`src/rtl/phase_wave_ctrl_if.sv`:
```
// Configuration port bundle for phase_wave_ctrl.
// cfg_ncyc exists only when PHASE_WAVE_NCYC_EN is defined.
interface phase_wave_ctrl_if #(
    parameter int CNT_W = 16
);
    logic             cfg_valid;
    logic             cfg_ready;
    logic [CNT_W-1:0] cfg_phase;
    logic [CNT_W-1:0] cfg_ton;
    logic [CNT_W-1:0] cfg_toff;
`ifdef PHASE_WAVE_NCYC_EN
    logic [CNT_W-1:0] cfg_ncyc;

    modport master (
        output cfg_valid, cfg_phase, cfg_ton, cfg_toff, cfg_ncyc,
        input  cfg_ready
    );
    modport slave (
        input  cfg_valid, cfg_phase, cfg_ton, cfg_toff, cfg_ncyc,
        output cfg_ready
    );
`else
    modport master (
        output cfg_valid, cfg_phase, cfg_ton, cfg_toff,
        input  cfg_ready
    );
    modport slave (
        input  cfg_valid, cfg_phase, cfg_ton, cfg_toff,
        output cfg_ready
    );
`endif
endinterface

```
`src/rtl/phase_wave_ctrl.sv`:
```
// Programmable phase/high/low waveform generator with shadowed config.
// Optional PHASE_WAVE_NCYC_EN adds an auto-stop after cfg_ncyc periods.
module phase_wave_ctrl #(
    parameter int CNT_W = 16
) (
    input  logic             clk,
    input  logic             rst_n,
    phase_wave_ctrl_if.slave cfg,
    input  logic             start,
    input  logic             stop,
    output logic             wave_out,
    output logic             busy,
    output logic             period_done
);
    typedef enum logic [1:0] {IDLE, PHASE, HIGH, LOW} state_t;

    localparam logic [CNT_W-1:0] ONE = CNT_W'(1);

    // Reload value for a hold time; 0 behaves like 1.
    function automatic logic [CNT_W-1:0] load(input logic [CNT_W-1:0] v);
        return (v == '0) ? '0 : v - ONE;
    endfunction

    state_t           state;
    logic [CNT_W-1:0] cnt;
    logic             pending;
    logic [CNT_W-1:0] sh_phase, sh_ton, sh_toff;
    logic [CNT_W-1:0] phase_q, ton_q, toff_q;
    logic             accept, apply, last, run_end;
    logic [CNT_W-1:0] phase_n, ton_n;

    assign cfg.cfg_ready = !pending;

    // Handshake and boundary-copy decisions.
    always_comb begin
        last    = (cnt == '0);
        accept  = cfg.cfg_valid && !pending;
        apply   = pending &&
                  (state == IDLE || (state == LOW && last && !stop));
        phase_n = apply ? sh_phase : phase_q;
        ton_n   = apply ? sh_ton : ton_q;
    end

`ifdef PHASE_WAVE_NCYC_EN
    logic [CNT_W-1:0] sh_ncyc, ncyc_q, ncnt;

    // Last period of a bounded run; ncyc of 0 never ends.
    always_comb begin
        run_end = (ncyc_q != '0) && (ncnt == ncyc_q - ONE);
    end

    // Completed-period counter for the current run.
    always_ff @(posedge clk or negedge rst_n) begin
        if (!rst_n) begin
            ncnt <= '0;
        end else if (stop || state == IDLE) begin
            ncnt <= '0;
        end else if (state == LOW && last) begin
            ncnt <= ncnt + ONE;
        end
    end
`else
    assign run_end = 1'b0;
`endif

    // Shadow capture on accept, active copy on apply.
    always_ff @(posedge clk or negedge rst_n) begin
        if (!rst_n) begin
            pending  <= 1'b0;
            sh_phase <= '0;
            sh_ton   <= '0;
            sh_toff  <= '0;
            phase_q  <= '0;
            ton_q    <= ONE;
            toff_q   <= ONE;
`ifdef PHASE_WAVE_NCYC_EN
            sh_ncyc  <= '0;
            ncyc_q   <= '0;
`endif
        end else if (apply) begin
            pending  <= 1'b0;
            phase_q  <= sh_phase;
            ton_q    <= sh_ton;
            toff_q   <= sh_toff;
`ifdef PHASE_WAVE_NCYC_EN
            ncyc_q   <= sh_ncyc;
`endif
        end else if (accept) begin
            pending  <= 1'b1;
            sh_phase <= cfg.cfg_phase;
            sh_ton   <= cfg.cfg_ton;
            sh_toff  <= cfg.cfg_toff;
`ifdef PHASE_WAVE_NCYC_EN
            sh_ncyc  <= cfg.cfg_ncyc;
`endif
        end
    end

    // Main FSM; outputs are registered from the current state.
    always_ff @(posedge clk or negedge rst_n) begin
        if (!rst_n) begin
            state       <= IDLE;
            cnt         <= '0;
            wave_out    <= 1'b0;
            busy        <= 1'b0;
            period_done <= 1'b0;
        end else begin
            wave_out    <= (state == HIGH) && !stop;
            period_done <= (state == LOW) && last && !stop;
            if (stop) begin
                state <= IDLE;
                cnt   <= '0;
                busy  <= 1'b0;
            end else begin
                unique case (state)
                    IDLE: begin
                        if (start) begin
                            busy <= 1'b1;
                            if (phase_n != '0) begin
                                state <= PHASE;
                                cnt   <= phase_n - ONE;
                            end else begin
                                state <= HIGH;
                                cnt   <= load(ton_n);
                            end
                        end
                    end
                    PHASE: begin
                        if (last) begin
                            state <= HIGH;
                            cnt   <= load(ton_q);
                        end else begin
                            cnt <= cnt - ONE;
                        end
                    end
                    HIGH: begin
                        if (last) begin
                            state <= LOW;
                            cnt   <= load(toff_q);
                        end else begin
                            cnt <= cnt - ONE;
                        end
                    end
                    LOW: begin
                        if (last && run_end) begin
                            state <= IDLE;
                            cnt   <= '0;
                            busy  <= 1'b0;
                        end else if (last) begin
                            state <= HIGH;
                            cnt   <= load(ton_n);
                        end else begin
                            cnt <= cnt - ONE;
                        end
                    end
                endcase
            end
        end
    end
endmodule

```
`src/flat_wrapper.sv`:
```
// flat-port wrapper written by rule: the top's interface ports become plain ports
module phase_wave_ctrl_flat 
#(
    parameter int CNT_W = 16
)
  (clk, rst_n, start, stop, wave_out, busy, period_done, cfg_cfg_valid, cfg_cfg_phase, cfg_cfg_ton, cfg_cfg_toff, cfg_cfg_ready);
  phase_wave_ctrl_if #(.CNT_W(CNT_W)) cfg_i ();
  input  logic clk;
  input  logic rst_n;
  input  logic start;
  input  logic stop;
  output logic wave_out;
  output logic busy;
  output logic period_done;
  input wire logic [$bits(cfg_i.cfg_valid)-1:0] cfg_cfg_valid;
  input wire logic [$bits(cfg_i.cfg_phase)-1:0] cfg_cfg_phase;
  input wire logic [$bits(cfg_i.cfg_ton)-1:0] cfg_cfg_ton;
  input wire logic [$bits(cfg_i.cfg_toff)-1:0] cfg_cfg_toff;
  output wire logic [$bits(cfg_i.cfg_ready)-1:0] cfg_cfg_ready;
  assign cfg_i.cfg_valid = cfg_cfg_valid;
  assign cfg_i.cfg_phase = cfg_cfg_phase;
  assign cfg_i.cfg_ton = cfg_cfg_ton;
  assign cfg_i.cfg_toff = cfg_cfg_toff;
  assign cfg_cfg_ready = cfg_i.cfg_ready;
  phase_wave_ctrl #(.CNT_W(CNT_W)) u_core (.clk(clk), .rst_n(rst_n), .cfg(cfg_i), .start(start), .stop(stop), .wave_out(wave_out), .busy(busy), .period_done(period_done));
endmodule
```
`config.mk`:
```
export PLATFORM = sky130hd
export DESIGN_NAME = phase_wave_ctrl_flat
export DESIGN_NICKNAME = d
export VERILOG_FILES = /design/src/rtl/phase_wave_ctrl_if.sv /design/src/rtl/phase_wave_ctrl.sv /design/src/flat_wrapper.sv
export SDC_FILE = /design/constraint.sdc
export NUM_CORES = 1
export LEC_CHECK = 0
export ABC_AREA = 1
export CAP_MARGIN = 25
export CORE_AREA = 2 2 123 125
export DETAILED_ROUTE_END_ITERATION = 10
export DIE_AREA = 0 0 125 127
export HOLD_SLACK_MARGIN = 0.03
export PLACE_DENSITY = 0.76
export SYNTH_ARGS = -nofsm -noshare
export SYNTH_HDL_FRONTEND = slang
export SYNTH_SLANG_ARGS = --single-unit
```
`constraint.sdc`:
```
create_clock -name clk -period 2.9 [get_ports clk]
set_input_delay 0.725 -clock clk [delete_from_list [all_inputs] [get_ports clk]]
set_output_delay 0.725 -clock clk [all_outputs]
set_load 0.05 [all_outputs]
```
==> impl_metrics.ini <==
[run_status]
status = finished clean

[cells_and_area]
area_delta_synth_final_pct = 32.1
antenna_cells = 0
layout-drive-gt1-share_pct = 25.2
final_common_cell = nand2_1
final_cell_mix = 266 x nand2_1, 120 x inv_1, 115 x dfrtp_1
final_nets = 1260

[routing]
vias = 7654
route.detailed.drc = 0
routedWlPerCell_um = 17.0
vias_per_cell = 5.48
drt_first_pass_iters = 7
drt_wl_total_mm = 23.7
ant_nets = 0
drt_first_iter_violations = 729

[clock_network]
clock_path_buffers = 2
htree_num_levels = 4
clock-sinks = 118
cts_tree = done
clk_latency_ps = 420
hold_buffers = 0
root_buffer = clkbuf_16
cts.reportedPaths.clkPinSlew_ps = 60
cts_made_buffers = 17

[floorplan]
start_util_pct = 53.6
std_cell_rows = 44
die_y_um = 127
boundaryPins = 57
die-area_um2 = 15900
die_w_um = 125
fp.coreArea_um2 = 14400

[timing]
fmax_ghz = 0.353
drv_slew = 0
setup_viol = 0
setup_slack_ps = 67.7
fin_skew_ps = 8.09
period_needed_ps = 2830
fin_crit_sh_pct = 97.7
max-slew-margin-rel_pct = 60.9
finalHoldViolations = 0
worst_slew_pin_slew_ps = 587

[global_route]
overflow = 0
track_usage_pct = 28.8
grt_antenna_before_repair = 0
grt_pass1_wl_mm = 36.4
first_global_vias = 7201
grt_max_degree = 45

[setup_path]
startpoint = u_core.cnt[0]
start_kind = flip-flop
rr_startpoint = u_core.cnt[0]
worstSetupPathType = reg2reg
crit_required_ps = 3200
arrival_ps = 3130
r2r_cells = 18
cp_max_fo = 8
cp-end-kind = flip-flop
rrSetupSlack_ps = 70

[power_and_ir_drop]
power.density_nw_per_um2 = 1270
finalPower_mw = 13.0
power_leakage_nw = 4.96
ir_drop_mv = 0.727

[synthesis]
async_reset_ff_share_pct = 100
yosysTopAreaCell = dfrtp_1
synthCells = 1036
synth_edf_count = 0
synth.avg_cell_area_um2 = 7.46
synth_top_area_share_pct = 37.5
synth_area_leaders = dfrtp_1 38%, nand2_1 13%, mux2_2 6.1%, inv_1 6.0%, nor2_1 5.3%
yosys_warnings = 0
ys_seq_elements = 118
synth_area_um2 = 7730
ys_types = 46
yosysSeqAreaShare_pct = 38.2
synth_fp_nets = 1097
ys.flop_type = dfrtp_1

[flow_run]
max_cap_viol_count = 0

[place]
dpl.hpwl_mm = 16.9
gp_routability_congestion = 1.04
place_ws_ps = -343
portBuffers = 56

[min_path]
hp-class = in2async
==> flip-flops by register name, summed over array words and instances (netlist names) <==
register            cells
u_core.sh_toff         16
u_core.cnt             16
u_core.toff_q          16
u_core.phase_q         16
u_core.wave_out         1
u_core.period_done      1
u_core.busy             1
u_core.pending          1
u_core.state            2
u_core.ton_q           16
u_core.sh_ton          16
u_core.sh_phase        16
==> cell families (layout without fill, tap and decap cells) <==
group | Yosys count | in the layout | share of synthesized area (%)
multiplexers | 42 | 42 | 6.12
adder cells (fa/ha/maj) | 8 | 8 | 1.29
flip-flops | 118 | 118 | 38.2
AND/OR/NAND/NOR | 552 | 554 | 32.7
XOR/XNOR | 22 | 22 | 2.49
AO/OA/AOI/OAI | 139 | 139 | 10.6
buffers and inverters | 155 | 329 | 8.64
==> cell type report <==
class | instances | area, µm²
clock inverter | 15 | 120
fill | 1137 | 4210
multi-input combinational | 765 | 4400
timing repair inverter | 1 | 6.26
clock buffer | 17 | 425
sequential | 118 | 2960
tap | 184 | 230
timing repair buffer | 167 | 1570
inverter | 129 | 504
==> Yosys cell counts, drive strengths merged (4+ instances only) <==
cell type / count
nand2: 302
nor2: 132
inv: 126
dfrtp: 116
nand3: 89
o21ai: 82
mux2: 42
a21oi: 34
xor2: 16
buf: 14
clkbuf: 12
nand4: 10
nor3: 9
ha: 8
nor4: 6
xnor2: 6
o31ai: 5
a31oi: 4
==> per-stage QoR <==
step / instances / setup TNS [ps] / util [%] / hold slack, ps / instance area, µm²
after floorplan: 1036 / 0 / - / 429 / 7730
after global placement: 1346 / -4250 / 63.4 / 462 / 9150
after detailed placement: 1346 / -4590 / 63.4 / 470 / 9150
after CTS: 1379 / 0 / 67.4 / 314 / 9720
after global routing: 1396 / -350 / 70.8 / 346 / 10200
final: 1396 / 0 / 70.8 / 308 / 10200
==> repair_timing <==
item / CTS / global route
buffers inserted: 0 / 10
pin swaps: 1 / 25
gates cloned: 1 / 7
resized for setup: 4 / 68
endpoints found under the setup margin: 15 / 18
==> report_power, final <==
| group | leakage, nW | internal, mW | switching (mW) |
|---|---|---|---|
| Combinational | 3.30 | 3.28 | 4.63 |
| Sequential | 1.40 | 2.46 | 0.670 |
| Clock | 0.255 | 1.11 | 0.868 |
==> worst paths after layout <==
| path | to |
|---|---|
| min in group clk | u_core.toff_q[11] |
| worst max register to register | u_core.cnt[6] |
| worst max-delay path | u_core.cnt[6] |
| max in group asynchronous | u_core.cnt[12] |
| worst min-delay path | u_core.phase_q[13] |
| worst min register to register | u_core.toff_q[11] |
==> critical path, cell delays in order (launching register included) <==
cell and delay [ps]:
dfrtp_1 410, inv_2 90, ha_4 170, nand3_4 80
nor2_4 120, nand3_2 120, nand2_4 140, nand2_8 140
buf_16 200, o21ai_4 180, nand2_2 120, nor2_4 140
nand2_4 70, nor2_4 180, nand2_4 140, o21ai_0 110
o21ai_1 130, nand2_1 80, o21ai_1 60
==> per-layer routing <==
metal / GRT usage, % / up-vias / share of wire [%]
li1: - / 3673 / -
met1: 38.2 / 3568 / 42
met2: 45.6 / 349 / 47
met3: 5.99 / 64 / 7.1
met4: 13.9 / 0 / 4.0
met5: 0 / - / 0
Power figures use the tool's default switching activity.
